<file path="src/rtl/pipeline_ctrl_pkg.sv">
// rtl/pipeline_ctrl_pkg.sv - shared types and constants for the pipeline hazard controller
package pipeline_ctrl_pkg;

  typedef enum logic [1:0] {
    FWD_RF = 2'b00,
    FWD_W  = 2'b01,
    FWD_M  = 2'b10
  } fwd_sel_t;

  typedef enum logic [1:0] {
    RUN      = 2'd0,
    MEM_WAIT = 2'd1,
    ERR      = 2'd2
  } ctrl_state_t;

  localparam int REG_ZERO = 0;

endpackage

</file>
<file path="src/rtl/pipeline_ctrl_if.sv">
// rtl/pipeline_ctrl_if.sv - pipeline-side hazard inputs and controller stall/flush/forward outputs
interface pipeline_ctrl_if #(
  parameter int REG_W = 5,
  parameter int CNT_W = 32
);
  logic [REG_W-1:0] RA1D, RA2D, RA1E, RA2E;
  logic [REG_W-1:0] WA3E, WA3M, WA3W;
  logic             RegWriteE, RegWriteM, RegWriteW;
  logic             MemToRegE, PCSrcE, MemReqM, MemReadyM;
  logic [1:0]       ForwardAE, ForwardBE;
  logic             StallF, StallD, StallE, StallM;
  logic             FlushD, FlushE, FlushW;
  logic             MemErr;
  logic [CNT_W-1:0] StallCycles, FlushCount;

  // master is the datapath side, slave is the controller
  modport master (
    output RA1D, RA2D, RA1E, RA2E, WA3E, WA3M, WA3W,
    output RegWriteE, RegWriteM, RegWriteW, MemToRegE, PCSrcE, MemReqM, MemReadyM,
    input  ForwardAE, ForwardBE, StallF, StallD, StallE, StallM,
    input  FlushD, FlushE, FlushW, MemErr, StallCycles, FlushCount
  );

  modport slave (
    input  RA1D, RA2D, RA1E, RA2E, WA3E, WA3M, WA3W,
    input  RegWriteE, RegWriteM, RegWriteW, MemToRegE, PCSrcE, MemReqM, MemReadyM,
    output ForwardAE, ForwardBE, StallF, StallD, StallE, StallM,
    output FlushD, FlushE, FlushW, MemErr, StallCycles, FlushCount
  );
endinterface

</file>
<file path="src/rtl/pipeline_ctrl_fwd_unit.sv">
// rtl/pipeline_ctrl_fwd_unit.sv - combinational E-stage operand forward select for one source operand
module pipeline_ctrl_fwd_unit
  import pipeline_ctrl_pkg::*;
#(
  parameter int REG_W = 5
) (
  input  logic [REG_W-1:0] ra,
  input  logic [REG_W-1:0] wa_m,
  input  logic [REG_W-1:0] wa_w,
  input  logic             we_m,
  input  logic             we_w,
  output fwd_sel_t         sel
);

  localparam logic [REG_W-1:0] ZERO = REG_W'(REG_ZERO);

  // M holds the younger result, so it wins over W
  always_comb begin
    sel = FWD_RF;
    if (we_m && (wa_m != ZERO) && (wa_m == ra)) begin
      sel = FWD_M;
    end else if (we_w && (wa_w != ZERO) && (wa_w == ra)) begin
      sel = FWD_W;
    end
  end

endmodule

</file>
<file path="src/rtl/pipeline_ctrl.sv">
// rtl/pipeline_ctrl.sv - hazard/sequencing controller: forwarding, load-use, memory-wait freeze, perf counters
module pipeline_ctrl
  import pipeline_ctrl_pkg::*;
#(
  parameter int REG_W    = 5,
  parameter int MAX_WAIT = 15,
  parameter int WAIT_W   = $clog2(MAX_WAIT + 1),
  parameter int CNT_W    = 32
) (
  input  logic             CLK,
  input  logic             RST_N,
  pipeline_ctrl_if.slave   bus
);

  localparam logic [REG_W-1:0]  ZERO     = REG_W'(REG_ZERO);
  localparam logic [WAIT_W-1:0] WAIT_MAX = WAIT_W'(MAX_WAIT);

  ctrl_state_t       state, state_n;
  logic [WAIT_W-1:0] wait_cnt, wait_cnt_n;
  logic              mem_err, err_set;
  logic [CNT_W-1:0]  stall_cnt, flush_cnt;
  fwd_sel_t          fwd_a, fwd_b;
  logic              ld_stall, freeze;
  logic              stall_f, stall_d, stall_e, stall_m;
  logic              flush_d, flush_e, flush_w;
  logic [1:0]        fwd_ae, fwd_be;

  pipeline_ctrl_fwd_unit #(.REG_W(REG_W)) u_fwd_a (
    .ra(bus.RA1E), .wa_m(bus.WA3M), .wa_w(bus.WA3W),
    .we_m(bus.RegWriteM), .we_w(bus.RegWriteW), .sel(fwd_a)
  );

  pipeline_ctrl_fwd_unit #(.REG_W(REG_W)) u_fwd_b (
    .ra(bus.RA2E), .wa_m(bus.WA3M), .wa_w(bus.WA3W),
    .we_m(bus.RegWriteM), .we_w(bus.RegWriteW), .sel(fwd_b)
  );

  assign ld_stall = bus.MemToRegE && bus.RegWriteE && (bus.WA3E != ZERO) &&
                    ((bus.WA3E == bus.RA1D) || (bus.WA3E == bus.RA2D));

  assign freeze = ((state == RUN) && bus.MemReqM && !bus.MemReadyM) ||
                  ((state == MEM_WAIT) && !bus.MemReadyM) ||
                  (state == ERR);

  always_ff @(posedge CLK or negedge RST_N) begin
    if (!RST_N) begin
      state    <= RUN;
      wait_cnt <= '0;
      mem_err  <= 1'b0;
    end else begin
      state    <= state_n;
      wait_cnt <= wait_cnt_n;
      if (err_set) mem_err <= 1'b1;
    end
  end

  always_comb begin
    state_n    = state;
    wait_cnt_n = wait_cnt;
    err_set    = 1'b0;
    case (state)
      RUN: begin
        if (bus.MemReqM && !bus.MemReadyM) begin
          state_n    = MEM_WAIT;
          wait_cnt_n = WAIT_W'(1);
        end
      end
      MEM_WAIT: begin
        if (bus.MemReadyM) begin
          state_n    = RUN;
          wait_cnt_n = '0;
        end else if (wait_cnt == WAIT_MAX) begin
          state_n = ERR;
          err_set = 1'b1;
        end else begin
          wait_cnt_n = wait_cnt + WAIT_W'(1);
        end
      end
      ERR:     state_n = ERR;
      default: state_n = RUN;
    endcase
  end

  // outputs are forced quiet while reset is held, even though inputs may be live
  always_comb begin
    stall_f = 1'b0;
    stall_d = 1'b0;
    stall_e = 1'b0;
    stall_m = 1'b0;
    flush_d = 1'b0;
    flush_e = 1'b0;
    flush_w = 1'b0;
    fwd_ae  = 2'b00;
    fwd_be  = 2'b00;
    if (RST_N) begin
      fwd_ae = fwd_a;
      fwd_be = fwd_b;
      if (freeze) begin
        stall_f = 1'b1;
        stall_d = 1'b1;
        stall_e = 1'b1;
        stall_m = 1'b1;
        flush_w = 1'b1;
      end else begin
        flush_d = bus.PCSrcE;
        flush_e = bus.PCSrcE || ld_stall;
        stall_f = ld_stall && !bus.PCSrcE;
        stall_d = ld_stall && !bus.PCSrcE;
      end
    end
  end

  always_ff @(posedge CLK or negedge RST_N) begin
    if (!RST_N) begin
      stall_cnt <= '0;
      flush_cnt <= '0;
    end else begin
      if ((stall_f || stall_d || stall_e || stall_m) && (stall_cnt != '1))
        stall_cnt <= stall_cnt + CNT_W'(1);
      if ((flush_d || flush_e) && (flush_cnt != '1))
        flush_cnt <= flush_cnt + CNT_W'(1);
    end
  end

  assign bus.ForwardAE   = fwd_ae;
  assign bus.ForwardBE   = fwd_be;
  assign bus.StallF      = stall_f;
  assign bus.StallD      = stall_d;
  assign bus.StallE      = stall_e;
  assign bus.StallM      = stall_m;
  assign bus.FlushD      = flush_d;
  assign bus.FlushE      = flush_e;
  assign bus.FlushW      = flush_w;
  assign bus.MemErr      = mem_err;
  assign bus.StallCycles = stall_cnt;
  assign bus.FlushCount  = flush_cnt;

endmodule
</file>
<file path="src/flat_wrapper.sv">
// flat-port wrapper written by rule: the top's interface ports become plain ports
module pipeline_ctrl_flat import pipeline_ctrl_pkg::*;
#(
  parameter int REG_W    = 5,
  parameter int MAX_WAIT = 15,
  parameter int WAIT_W   = $clog2(MAX_WAIT + 1),
  parameter int CNT_W    = 32
)
  (CLK, RST_N, bus_RA1D, bus_RA2D, bus_RA1E, bus_RA2E, bus_WA3E, bus_WA3M, bus_WA3W, bus_RegWriteE, bus_RegWriteM, bus_RegWriteW, bus_MemToRegE, bus_PCSrcE, bus_MemReqM, bus_MemReadyM, bus_ForwardAE, bus_ForwardBE, bus_StallF, bus_StallD, bus_StallE, bus_StallM, bus_FlushD, bus_FlushE, bus_FlushW, bus_MemErr, bus_StallCycles, bus_FlushCount);
  pipeline_ctrl_if #(.REG_W(REG_W), .CNT_W(CNT_W)) bus_i ();
  input  logic CLK;
  input  logic RST_N;
  input wire logic [$bits(bus_i.RA1D)-1:0] bus_RA1D;
  input wire logic [$bits(bus_i.RA2D)-1:0] bus_RA2D;
  input wire logic [$bits(bus_i.RA1E)-1:0] bus_RA1E;
  input wire logic [$bits(bus_i.RA2E)-1:0] bus_RA2E;
  input wire logic [$bits(bus_i.WA3E)-1:0] bus_WA3E;
  input wire logic [$bits(bus_i.WA3M)-1:0] bus_WA3M;
  input wire logic [$bits(bus_i.WA3W)-1:0] bus_WA3W;
  input wire logic [$bits(bus_i.RegWriteE)-1:0] bus_RegWriteE;
  input wire logic [$bits(bus_i.RegWriteM)-1:0] bus_RegWriteM;
  input wire logic [$bits(bus_i.RegWriteW)-1:0] bus_RegWriteW;
  input wire logic [$bits(bus_i.MemToRegE)-1:0] bus_MemToRegE;
  input wire logic [$bits(bus_i.PCSrcE)-1:0] bus_PCSrcE;
  input wire logic [$bits(bus_i.MemReqM)-1:0] bus_MemReqM;
  input wire logic [$bits(bus_i.MemReadyM)-1:0] bus_MemReadyM;
  output wire logic [$bits(bus_i.ForwardAE)-1:0] bus_ForwardAE;
  output wire logic [$bits(bus_i.ForwardBE)-1:0] bus_ForwardBE;
  output wire logic [$bits(bus_i.StallF)-1:0] bus_StallF;
  output wire logic [$bits(bus_i.StallD)-1:0] bus_StallD;
  output wire logic [$bits(bus_i.StallE)-1:0] bus_StallE;
  output wire logic [$bits(bus_i.StallM)-1:0] bus_StallM;
  output wire logic [$bits(bus_i.FlushD)-1:0] bus_FlushD;
  output wire logic [$bits(bus_i.FlushE)-1:0] bus_FlushE;
  output wire logic [$bits(bus_i.FlushW)-1:0] bus_FlushW;
  output wire logic [$bits(bus_i.MemErr)-1:0] bus_MemErr;
  output wire logic [$bits(bus_i.StallCycles)-1:0] bus_StallCycles;
  output wire logic [$bits(bus_i.FlushCount)-1:0] bus_FlushCount;
  assign bus_i.RA1D = bus_RA1D;
  assign bus_i.RA2D = bus_RA2D;
  assign bus_i.RA1E = bus_RA1E;
  assign bus_i.RA2E = bus_RA2E;
  assign bus_i.WA3E = bus_WA3E;
  assign bus_i.WA3M = bus_WA3M;
  assign bus_i.WA3W = bus_WA3W;
  assign bus_i.RegWriteE = bus_RegWriteE;
  assign bus_i.RegWriteM = bus_RegWriteM;
  assign bus_i.RegWriteW = bus_RegWriteW;
  assign bus_i.MemToRegE = bus_MemToRegE;
  assign bus_i.PCSrcE = bus_PCSrcE;
  assign bus_i.MemReqM = bus_MemReqM;
  assign bus_i.MemReadyM = bus_MemReadyM;
  assign bus_ForwardAE = bus_i.ForwardAE;
  assign bus_ForwardBE = bus_i.ForwardBE;
  assign bus_StallF = bus_i.StallF;
  assign bus_StallD = bus_i.StallD;
  assign bus_StallE = bus_i.StallE;
  assign bus_StallM = bus_i.StallM;
  assign bus_FlushD = bus_i.FlushD;
  assign bus_FlushE = bus_i.FlushE;
  assign bus_FlushW = bus_i.FlushW;
  assign bus_MemErr = bus_i.MemErr;
  assign bus_StallCycles = bus_i.StallCycles;
  assign bus_FlushCount = bus_i.FlushCount;
  pipeline_ctrl #(.REG_W(REG_W), .MAX_WAIT(MAX_WAIT), .WAIT_W(WAIT_W), .CNT_W(CNT_W)) u_core (.CLK(CLK), .RST_N(RST_N), .bus(bus_i));
endmodule
</file>
<file path="config.mk">
export PLATFORM = sky130hd
export DESIGN_NAME = pipeline_ctrl_flat
export DESIGN_NICKNAME = d
export VERILOG_FILES = /design/src/rtl/pipeline_ctrl_pkg.sv /design/src/rtl/pipeline_ctrl_if.sv /design/src/rtl/pipeline_ctrl_fwd_unit.sv /design/src/rtl/pipeline_ctrl.sv /design/src/flat_wrapper.sv
export SDC_FILE = /design/constraint.sdc
export NUM_CORES = 1
export LEC_CHECK = 0
export CORE_AREA = 2 2 90 92
export CTS_CLUSTER_DIAMETER = 50
export DETAILED_ROUTE_END_ITERATION = 8
export DIE_AREA = 0 0 92 94
export HOLD_SLACK_MARGIN = 0.06
export PLACE_DENSITY = 0.85
export SLEW_MARGIN = 30
export SYNTH_ARGS = -nofsm -noshare
export SYNTH_HDL_FRONTEND = slang
export SYNTH_SLANG_ARGS = --single-unit
</file>
<file path="constraint.sdc">
create_clock -name CLK -period 3.74 [get_ports CLK]
set_clock_uncertainty 0.15 [all_clocks]
set_input_delay 0.748 -clock CLK [delete_from_list [all_inputs] [get_ports CLK]]
set_output_delay 0.748 -clock CLK [all_outputs]
set_load 0.005 [all_outputs]
</file>
==> summary.md <==
| Metric | Value |
|---|---|
| Vias in the first global route | `3252` |
| Top FF cell, synth | `dfrtp_1` |
| Clock Latency Late Sink | `0.35 ns` |
| Synth warn | `0` |
| Clock root buffer | `clkbuf_8` |
| Routed wire length | `9.58 mm` |
| Peak supply drop | `259 µV` |
| Nets | `544` |
| Crit path max fanout | `2` |
| Syn Nets | `411` |
| Slew headroom | `65.7%` |
| Post-Syn Instances | `364` |
| Clock transition at path regs | `0.08 ns` |
| RSZ-0062 raised after global routing | `no` |
| CTS H-tree depth | `3` |
| DIE AREA | `0.00865 mm²` |
| First-pass GRT wire length | `15.6 mm` |
| Post-DP HPWL | `7.07 mm` |
| Avg Cell Area, Syn | `10.5 µm²` |
| Cell with the most instances after synthesis | `dfrtp_1` |
| Placer's final routability congestion estimate | `0.840` |
| Worst slack, placed | `-0.0531 ns` |
| Post-CTS Setup Repair Bufs | `0` |
| Iteration-0 DRC Markers | `134` |
| Max Slew Vio Count | `0` |
| Final setup violation count | `0` |
| Area leader, netlist | `dfrtp_1` |
| Die width | `92 µm` |
| ANT nets after route | `0` |
| Core Area | `0.00761 mm²` |
| CTS Hold Bufs | `0` |
| Die height | `94 µm` |
| Routed WL per cell | `15.9 µm` |
| Clk buf depth | `2` |
| Worst r2r dst | `u_core.bus.StallCycles[30]` |
| Worst hold path class | `reg2reg` |
| Hold Startpoint | `u_core.bus.MemErr` |
| EDFF count, synth | `0` |
| Worst setup SP type | `primary input` |
| DRT Pass-1 Iters | `4` |
| Final Util | `71.0%` |
| Final Hold Violating Endpoints | `0` |
| # diodes | `0` |
| Reg2reg setup slack | `1.42 ns` |
| Post-synth top cells | `dfrtp_1, xnor2_1, nand4_1` |
| Area grow syn2layout | `40.7%` |
| Mapped Area | `0.00384 mm²` |
| Cts bufs inserted | `9` |
| Register area share after synthesis | `46.3%` |
| Status | `finished clean` |
| Starting Density | `50.5%` |
| Min Clock Period, post-route | `3.65 ns` |
| Hold EP | `u_core.bus.MemErr` |
| Cell variety after synth | `38` |
| GRT Overall Usage | `22.7%` |
| Port buffer count | `119` |
| Worst-Margin Slew | `0.514 ns` |
| Yosys top cell area share | `46.3%` |
| F_max | `0.274 GHz` |
| Flops & latches, synth | `71` |
| TritonCTS clock tree | `built` |
| Setup ws final | `0.0943 ns` |
| Max-cap viol count | `0` |
| DRC | `0` |
| Critical Path AT | `2.75 ns` |
| Via Count | `3295` |
| Lkg Pwr | `2.29 nW` |
| CP Capture Type | `primary output` |
| Fillcell total | `558` |
| Layout cells sized above 1 | `8.57%` |
| Reg2Reg Launch Point | `u_core.bus.StallCycles[0]` |
| Initial antenna violation count | `0` |
| Io pins | `120` |
| Sink Count | `71` |
| Asr flop ratio synth | `100%` |
| Top cells by area in the synthesized netlist | `dfrtp_1, xnor2_1, xor2_1` |
| Final setup TNS | `0 ns` |
| Fin crit share | `97.5%` |
| Hold depth | `1` |
| Via-per-instance ratio | `5.46` |
| Rows | `32` |
| Setup CP Type | `in2out` |
| Total grt overflow | `0` |
| Largest net degree at the start of global routing | `43` |
| Worst reg2reg path depth | `6` |
| Power density cells | `340 mW/mm²` |
| Worst path required time | `2.84 ns` |
[flip-flops by register name (all words and copies together), names as in the netlist]
name and count:
u_core.wait_cnt 4, u_core.state 2, u_core.bus.MemErr 1, u_core.bus.StallCycles 32, u_core.bus.FlushCount 32
[routing by layer]
layer | wire length (µm) | part of all wire, % | track usage, %
met1 | 4280 | 45 | 30.1
met2 | 4610 | 48 | 37.8
met3 | 643 | 6.7 | 4.65
met4 | 53 | 0.55 | 6.84
met5 | 0 | 0 | 0
[cell usage in the layout (no fill, tap or decap), types with 10 or more instances in the layout]
cell type | netlist | final
nand2_1 | 21 | 21
nand3_1 | 21 | 21
and2_1 | 10 | 10
buf_4 | 3 | 16
and3_1 | 22 | 22
nand4_1 | 36 | 36
nor2_1 | 13 | 13
xnor2_1 | 62 | 62
dfrtp_1 | 71 | 71
clkdlybuf4s50_1 | 0 | 116
xor2_1 | 32 | 32
[critical path, cell delays in order]
cell             delay (ns)
clkdlybuf4s50_1        0.43
buf_4                  0.16
xnor2_1                0.17
nand3_1                0.11
nor4_1                 0.45
and2_1                 0.19
clkdlybuf4s50_1        0.49
[worst max-delay path by stage]
| stage | startpoint | endpoint | slack, ns | cells after the start |
|---|---|---|---|---|
| after detailed placement | bus_WA3M[0] | bus_ForwardAE[0] | -0.05 | 6 |
| after floorplan | bus_WA3E[1] | bus_StallF | 0.98 | 6 |
| after CTS | bus_WA3M[0] | bus_ForwardAE[0] | 0.01 | 6 |
| after global placement | bus_WA3M[0] | bus_ForwardAE[0] | -0.002 | 6 |
| after global routing | bus_WA3E[2] | bus_StallF | 0.07 | 7 |
| final | bus_WA3M[0] | bus_ForwardAE[1] | 0.09 | 7 |
[timing repair]
action,CTS,global route
resized for setup,1,5
gates cloned,0,0
setup endpoints to repair,2,2
[layout make-up]
type                       count  area (µm²)  share of cell area, %
clock buffer                   9         124                   2.29
clock inverter                 7        72.6                   1.34
inverter                       5        18.8                  0.347
multi-input combinational    275        1970                   36.5
sequential                    71        1780                   32.9
tap                          102         128                   2.36
timing repair buffer         135        1310                   24.3
[power breakdown]
| group | internal (mW) | switching, mW | total (mW) |
|---|---|---|---|
| sequential | 0.819 | 0.0698 | 0.888 |
| clock | 0.309 | 0.305 | 0.614 |
| combinational | 0.204 | 0.133 | 0.337 |
[through the flow]
stage | instance area (µm²) | hold slack [ns] | power, mW | cells
6_report | 5400 | 0.328 | 1.84 | 604
2_1_floorplan | 3840 | 0.302 | 1.02 | 364
4_1_cts | 5380 | 0.336 | 1.85 | 604
3_3_place_gp | 5190 | 0.303 | 1.22 | 588
5_1_grt | 5400 | 0.361 | 1.92 | 604
3_5_place_dp | 5190 | 0.315 | 1.24 | 588
[kinds of logic after synthesis]
kind of cell	share of synthesized area [%]
DFF	46.3
xor gates and xnor gates	21.4
AOI/OAI and AO/OA	3.55
and+or+nand+nor	24.4
buffers and inverters	2.74
adders and majority gates	0.978
muxes	0.587
No activity file was read; power rests on OpenSTA's default activity.
